## src/rtl/syn_pkg.sv

```systemverilog
// Shared constants and clamp helpers for the spike synapse and its rate counter.
package syn_pkg;

  localparam int SYN_WIDTH  = 8;
  localparam int RATE_WIDTH = 8;

  // Operands are at most 16 bits wide here, so a 32-bit sum cannot wrap.
  function automatic int unsigned sat_add(input int unsigned a, input int unsigned b,
                                          input int unsigned maxv);
    int unsigned sum;
    sum = a + b;
    return (sum > maxv) ? maxv : sum;
  endfunction

  function automatic logic add_clamps(input int unsigned a, input int unsigned b,
                                      input int unsigned maxv);
    return (a + b) > maxv;
  endfunction

  function automatic int unsigned floor_sub(input int unsigned a, input int unsigned b);
    return (a > b) ? a - b : 32'd0;
  endfunction

endpackage

```

## src/rtl/spike_rate_counter.sv

```systemverilog
// Counts spikes over a fixed window and publishes the saturated count with a one-cycle valid pulse.
module spike_rate_counter
  import syn_pkg::*;
#(
  parameter int RATE_WINDOW = 256
)(
  input  logic                  clk,
  input  logic                  reset,
  input  logic                  spike_in,
  output logic [RATE_WIDTH-1:0] rate,
  output logic                  rate_valid
);

  localparam int          WW       = (RATE_WINDOW > 1) ? $clog2(RATE_WINDOW) : 1;
  localparam int unsigned RATE_MAX = (1 << RATE_WIDTH) - 1;

  logic [WW-1:0]         win_q, win_d;
  logic [RATE_WIDTH-1:0] cnt_q, cnt_d;
  logic [RATE_WIDTH-1:0] rate_q, rate_d;
  logic                  valid_q, valid_d;
  logic                  last_cycle;
  logic [RATE_WIDTH-1:0] cnt_inc;

  always_comb begin
    last_cycle = (win_q == WW'(RATE_WINDOW - 1));
    cnt_inc    = RATE_WIDTH'(sat_add(32'(cnt_q), 32'(spike_in), RATE_MAX));
    win_d      = win_q + WW'(1);
    cnt_d      = cnt_inc;
    rate_d     = rate_q;
    valid_d    = 1'b0;
    // A spike in the closing cycle belongs to the closing window only.
    if (last_cycle) begin
      win_d   = '0;
      cnt_d   = '0;
      rate_d  = cnt_inc;
      valid_d = 1'b1;
    end
  end

  always_ff @(posedge clk) begin
    if (reset) begin
      win_q   <= '0;
      cnt_q   <= '0;
      rate_q  <= '0;
      valid_q <= 1'b0;
    end else begin
      win_q   <= win_d;
      cnt_q   <= cnt_d;
      rate_q  <= rate_d;
      valid_q <= valid_d;
    end
  end

  assign rate       = rate_q;
  assign rate_valid = valid_q;

endmodule

```

## src/rtl/spike_synapse.sv

```systemverilog
// Turns a spike train into a decaying synaptic current trace plus a windowed rate estimate.
// Defining SYN_INHIBIT_EN adds the spike_inh input, which subtracts the weight (floored at 0).
module spike_synapse
  import syn_pkg::*;
#(
  parameter int WIDTH        = SYN_WIDTH,
  parameter int DECAY_PERIOD = 16,
  parameter int DECAY_SHIFT  = 2,
  parameter int RATE_WINDOW  = 256
)(
  input  logic                  clk,
  input  logic                  reset,
  input  logic                  spike_in,
`ifdef SYN_INHIBIT_EN
  input  logic                  spike_inh,
`endif
  input  logic [WIDTH-1:0]      weight,
  output logic [WIDTH-1:0]      current,
  output logic [RATE_WIDTH-1:0] rate,
  output logic                  rate_valid,
  output logic                  saturated
);

  localparam int          PW   = (DECAY_PERIOD > 1) ? $clog2(DECAY_PERIOD) : 1;
  localparam int unsigned MAXV = (1 << WIDTH) - 1;

  logic [PW-1:0]    presc_q, presc_d;
  logic             tick;
  logic [WIDTH-1:0] current_q, current_d;
  logic             sat_q, sat_d;
  logic [WIDTH-1:0] shifted, dec, base, add;

  always_comb begin
    tick    = (presc_q == PW'(DECAY_PERIOD - 1));
    presc_d = tick ? '0 : presc_q + PW'(1);
  end

  always_comb begin
    shifted = current_q >> DECAY_SHIFT;
    dec     = '0;
    // Force a decay of at least one so small traces still reach zero.
    if (tick) begin
      dec = (current_q != '0 && shifted == '0) ? WIDTH'(1) : shifted;
    end
    base      = current_q - dec;
    add       = spike_in ? weight : '0;
    current_d = WIDTH'(sat_add(32'(base), 32'(add), MAXV));
    sat_d     = add_clamps(32'(base), 32'(add), MAXV);
`ifdef SYN_INHIBIT_EN
    if (spike_inh) begin
      sat_d     = 1'b0;
      current_d = spike_in ? base : WIDTH'(floor_sub(32'(base), 32'(weight)));
    end
`endif
  end

  always_ff @(posedge clk) begin
    if (reset) begin
      presc_q   <= '0;
      current_q <= '0;
      sat_q     <= 1'b0;
    end else begin
      presc_q   <= presc_d;
      current_q <= current_d;
      sat_q     <= sat_d;
    end
  end

  spike_rate_counter #(
    .RATE_WINDOW(RATE_WINDOW)
  ) u_rate (
    .clk       (clk),
    .reset     (reset),
    .spike_in  (spike_in),
    .rate      (rate),
    .rate_valid(rate_valid)
  );

  assign current   = current_q;
  assign saturated = sat_q;

endmodule
```

## config.mk

```make
export PLATFORM = sky130hd
export DESIGN_NAME = spike_synapse
export DESIGN_NICKNAME = d
export VERILOG_FILES = /design/src/rtl/syn_pkg.sv /design/src/rtl/spike_rate_counter.sv /design/src/rtl/spike_synapse.sv
export SDC_FILE = /design/constraint.sdc
export NUM_CORES = 1
export LEC_CHECK = 0
export ABC_AREA = 1
export BUFFER_PORTS_ARGS = -buffer_cell sky130_fd_sc_hd__buf_4
export CELL_PAD_IN_SITES_DETAIL_PLACEMENT = 1
export CELL_PAD_IN_SITES_GLOBAL_PLACEMENT = 1
export CORE_MARGIN = 4
export CORE_UTILIZATION = 42
export CTS_BUF_LIST = sky130_fd_sc_hd__clkbuf_4 sky130_fd_sc_hd__clkbuf_8 sky130_fd_sc_hd__clkbuf_16
export DETAILED_ROUTE_END_ITERATION = 12
export PLACE_DENSITY = 0.9
export SLEW_MARGIN = 5
export SYNTH_ARGS = -nofsm -noshare
export SYNTH_HDL_FRONTEND = slang
export SYNTH_HIERARCHICAL = 1
export SYNTH_SLANG_ARGS = --single-unit
export TNS_END_PERCENT = 1
```

## constraint.sdc

```tcl
create_clock -name clk -period 3.5 [get_ports clk]
set_input_delay 0 -clock clk [delete_from_list [all_inputs] [get_ports clk]]
set_output_delay 0 -clock clk [all_outputs]
set_load 0.02 [all_outputs]
```

======== After elaboration in Yosys (flattened, before gate mapping) ========
Cells that the tools add are included.
operators by class
  bitwise gates (word level) .............. 0
  multiply operators ...................... 0
  reductions and logical operators ........ 5
  eq/ne operators ......................... 2
  shift-type cells ........................ 0
  multiplexer cells ....................... 6
  $lt $le $gt $ge ......................... 2
  divide/modulo/power cells ............... 0
  add/subtract/negate cells ............... 5
operator list
  kind                 count
  $mux 8               3
  $gt 9x8->1 const B   2
  $mux 6               2
  $add 8x1->9          1
  $add 8x8->9          1
  $add 8x1->8 const B  1
  $eq 8x8->1 const B   1
  $logic_not 8->1      1
  $reduce_bool 8->1    1
  $sub 8x8->8          1
  $add 4x1->4 const B  1
  $eq 4x4->1 const B   1
  $reduce_or 2->1      2
  $logic_and 1x1->1    1
  $mux 1               1
word-level totals
  memories kept ........................... 0
  bits in writable memories ............... 0
  bits of input ports ..................... 11
  word-level logic and storage cells ...... 27
  latch bits .............................. 0
  bits in read-only memories .............. 0
  flip-flop bits (word level) ............. 38
  output and inout bits ................... 18

======== Longest topological paths before layout ========
  depth in word-level cells ............... 8
  mapped depth ............................ 20

======== Modules after synthesis ========
Netlist, hierarchy kept.
modules (own cells, without submodules)
  module              area an instance (µm²)  instances  cells an instance
  spike_synapse       1193.6                  1          184
  spike_rate_counter  1123.6                  1          143

======== Worst setup path before layout ========
No wires, ideal clock.
  path kind ............................... reg-to-reg
  start point ............................. register current_q[3] (netlist: current[3])
  end point ............................... register current_q[7] (netlist: current[7])
  setup slack ............................. 0.829 ns
  data arrival time ....................... 2.556 ns
  cell stages (with the launch flop) ...... 17
  clock period less this slack ............ 2.671 ns
  library setup time ...................... 0.115 ns
  path through ............................ dfxtp_1 nor3_1 o211ai_1 a21oi_1 ha_1 inv_1 fa_1 nand4_1 nand3_1 xor2_1 ha_1 nand2_1 inv_1 a21oi_1 nand3_1 nand3_1 nand2_1
on the way
  longest elaborated chain between the ends .. 8
  elaborated cells on any way between the ends .. 9
RTL lines
  element                                               line                 text
  start, declared                                       spike_synapse.sv:29  logic [WIDTH-1:0] current_q, current_d;
  start signal, assigned                                spike_synapse.sv:64  current_q <= current_d;
  $reduce_bool 8->1 or $logic_not 8->1 (tied branches)  spike_synapse.sv:43  dec = (current_q != '0 && shifted == '0) ? WIDTH'(1) : shifted;
  $logic_and 1x1->1                                     spike_synapse.sv:43
  $mux 6                                                spike_synapse.sv:43
  $mux 6                                                spike_synapse.sv:42  if (tick) begin
  $sub 8x8->8 (*)                                       spike_synapse.sv:45  base = current_q - dec;
  $add 8x8->9 (*)                                       syn_pkg.sv:11        sum = a + b;
  $gt 9x8->1                                            syn_pkg.sv:12        return (sum > maxv) ? maxv : sum;
  $mux 8 (*)                                            syn_pkg.sv:12
Every way passes the cells marked *; elsewhere a longest branch is shown, timed or not.
A chain may end at the register's enable or synchronous reset.

======== Final worst setup path ========
  start point ............................. register presc_q[0]
  end point ............................... register current_q[4] (netlist: current[4])
on the way
  longest elaborated chain between the ends .. 6
RTL lines
  element                 line                 text
  start, declared         spike_synapse.sv:27  logic [PW-1:0] presc_q, presc_d;
  start signal, assigned  spike_synapse.sv:63  presc_q <= presc_d;
  $eq 4x4->1 (*)          spike_synapse.sv:34  tick = (presc_q == PW'(DECAY_PERIOD - 1));
  $mux 6 (*)              spike_synapse.sv:42
  $sub 8x8->8 (*)         spike_synapse.sv:45
  $add 8x8->9 (*)         syn_pkg.sv:11
  $gt 9x8->1              syn_pkg.sv:12
  $mux 8 (*)              syn_pkg.sv:12
Marked as above.

==> qor.yml <==
outcome:
  outcome: "completed"
clock_tree:
  clock_tree.buffer_depth: 2
  clk_root_buffer_cell: "clkbuf_8"
  clk_transition_reported_paths_ns: 0.08
  clkLatencyLatePin_ns: 0.30
  tritoncts: "built"
  h_tree_depth: 2
  cts_resized: 0
  numCtsBuffers: 5
  clock_sink_count: 38
worst_setup_path:
  crit_path_max_fanout: 9
  startpoint_type: "flop"
  arrival_ns: 3.37
  end_kind: "flop"
  worstRegToRegCells: 18
  r2r-start: "presc_q[0]$_SDFF_PP0_"
  worstSetupPathType: "flop to flop"
  r2r_end: "current[4]$_SDFF_PP0_"
  req_time_crit_path_ns: 3.68
  regToRegSetupSlack_ns: 0.31
global_routing:
  grt-busiest-layer: "met2"
  use_met2: 0.369
  global_route.usage.total: 0.208
  first_global_vias: 2349
  antenna_violations_before_repair: 0
  wire_length_of_the_first_global_routing_pass_um: 10800
  largest_net_degree_at_the_start_of_global_routing: 17
  grt_overflow_total: 0
  grt_util_met1: 0.237
  grt_use_met3: 0.0553
route:
  drc_errors: 0
  wl_per_cell_um: 14.0
  dr.first_iter.drc_count: 70
  firstDrtPassIters: 4
  num_vias: 2195
  postRouteWirelength_um: 6040
  drt-vias-per-instance: 5.10
  antenna_violating_nets_post_route: 0
finish:
  drive_gt1_frac: 0.144
  n_fill_cell: 684
  area_delta_synth_final_pct: 18.1
  most-common-layout-cells: "nand2_1 (106), inv_1 (44), dfxtp_1 (38)"
  antennaDiodeCount: 0
  mostFrequentLayoutCell: "nand2_1"
  final_net_count: 390
min_path:
  worst_hold_path_type: "primary input to flop"
  worst_hold_path.endpoint: "current[0]$_SDFF_PP0_"
  hp-start: "weight[0]"
  hold_path_depth: 6
synth:
  post_synth_instance_area_um2: 2320
  netlist_instances: 327
  ys.flop_type: "dfxtp_1"
  synthMuxAreaShare: 0
  syn_area_per_cell_um2: 7.09
  ys_types: 32
  synth_top_family_by_area: "simple AND/OR/NAND/NOR gates"
  area_fraction_in_and_or_nand_and_nor_cells_after_synthesis: 0.354
  synth_fa_ha_area_frac: 0.114
  yosys_register_bits: 38
  synth_edf_count: 0
  synth_compound_gate_area_share: 0.0799
  async_flop_share: 0
  synth_nets: 358
  yosysWarnings: 6
  synth_sequential_area_ratio: 0.328
  synth_xor_xnor_area_share: 0.0340
placed_design:
  dpl_worst_slack_ns: 0.334
  post-dp-hpwl_um: 4780
  globalplace.congestion: 0.849
  buffer_ports.inserted: 28
timing:
  drv_slew: 0
  fmaxAchievable_ghz: 0.314
  hold_ws_ns: 0.139
  fin_crit_ns: 3.19
  max_clock_skew_ns: 0.00574
  rsz0062_at_grt: "false"
  worst-slew-pin-transition_ns: 0.359
  fin_ws_ns: 0.312
  hold_viol_final: 0
  fin_setup_tns_ns: 0
  final_min_period_over_clock_period: 0.911
  setup_viol_count_final: 0
  max-slew-margin-rel: 0.760
power:
  pwr_density_cell_nw_per_um2: 745
  vdd_ir_drop_max_mv: 0.336
  finalPower_uw: 2040
  leakage_uw: 0.00147
floorplanning:
  die-area_um2: 6770
  pin_count: 29
  row_count: 26
  chipWidth_um: 82.3
  floorplan.die.height_um: 82.3
  initial_utilization: 0.442
  floorplan.core_area_um2: 5240
flow_run:
  max_cap_violations: 0
worst max-delay path by stage:
| stage | to | startpoint | slack [ns] |
|---|---|---|---|
| floorplan | current[7]$_SDFF_PP0_ | current[3]$_SDFF_PP0_ | 0.83 |
| global placement | current[3]$_SDFF_PP0_ | presc_q[0]$_SDFF_PP0_ | 0.55 |
| detailed placement | current[4]$_SDFF_PP0_ | presc_q[0]$_SDFF_PP0_ | 0.33 |
| CTS | current[4]$_SDFF_PP0_ | presc_q[0]$_SDFF_PP0_ | 0.32 |
| global route | current[4]$_SDFF_PP0_ | presc_q[0]$_SDFF_PP0_ | 0.008 |
| finish | current[4]$_SDFF_PP0_ | presc_q[0]$_SDFF_PP0_ | 0.31 |
sequential cells by signal, summed over array words and instances, names as in the netlist:
name,count
u_rate/rate,8
current,8
presc_q,4
u_rate/cnt_q,8
u_rate/win_q,8
u_rate/rate_valid,1
saturated,1
through the flow:
stage | instances | util | area, um^2
after global routing | 430 | 0.523 | 2740
after CTS | 430 | 0.523 | 2740
final | 430 | 0.523 | 2740
after detailed placement | 421 | 0.494 | 2580
after floorplan | 327 | - | 2320
after global placement | 421 | 0.494 | 2580
cell type report:
class | instances | area (um^2) | area share
Tap cell | 70 | 87.6 | 0.0320
Clock inverter | 2 | 60.1 | 0.0219
Timing Repair Buffer | 29 | 220 | 0.0804
Sequential cell | 38 | 761 | 0.278
Multi-Input combinational cell | 238 | 1350 | 0.493
Inverter | 47 | 176 | 0.0644
Clock buffer | 6 | 82.6 | 0.0302
synth_stat cells, types with 2 or more instances:
library cell | instances | area (um^2)
nor2_4 | 2 | 22.5
dfxtp_1 | 38 | 761
nand2_2 | 6 | 37.5
inv_1 | 44 | 165
clkinv_1 | 2 | 7.51
nand3_1 | 27 | 135
o21bai_1 | 2 | 15.0
buf_4 | 2 | 15.0
fa_1 | 2 | 40.0
a31oi_1 | 2 | 12.5
nor2_1 | 18 | 67.6
nand4_4 | 2 | 42.5
nor3_1 | 3 | 15.0
o21a_1 | 3 | 22.5
nand3b_1 | 2 | 15.0
xnor2_1 | 3 | 26.3
nand4_1 | 7 | 43.8
a21oi_1 | 19 | 95.1
ha_1 | 18 | 225
nand2_1 | 106 | 398
o21ai_0 | 3 | 15.0
xor2_1 | 6 | 52.6
critical path, cell delays in order, from the launching register on:
cell     delay, ns
dfxtp_1       0.37
ha_1          0.21
nand3_1       0.15
inv_1         0.17
nand2_1       0.08
ha_1          0.39
nand2_1       0.10
inv_1         0.10
nand4_1       0.14
nand3_1       0.12
nand2_1       0.05
nand2_1       0.07
inv_1         0.05
ha_1          0.36
a21oi_1       0.28
o21a_1        0.16
nand2_2       0.06
nand2_4       0.12
o21ai_2       0.09
where the power goes:
part | switching [uW] | internal, uW
Sequential | 59.2 | 492
Combinational | 640 | 384
Clock | 161 | 304
Total | 859 | 1180
metal layers:
layer  vias to the layer above  routed length [um]
met5                         -                   0
met4                         0                 137
met3                        14                 266
met2                        47                3030
met1                      1027                2610
li1                       1107                   -
cells by family (layout without fill, tap and decap cells):
| group | after synthesis | count (layout) |
|---|---|---|
| AOI/OAI and AO/OA | 32 | 32 |
| xor gates and xnor gates | 9 | 9 |
| adders and majority gates | 20 | 20 |
| buffers and inverters | 51 | 84 |
| DFF | 38 | 38 |
| and+or+nand+nor | 177 | 177 |
timing repair:
item                                   in CTS  in global routing
buffers inserted                            0                  0
endpoints found under the hold margin       2                  0
hold buffers                                1                  0
No activity file was read; power rests on OpenSTA's default activity.
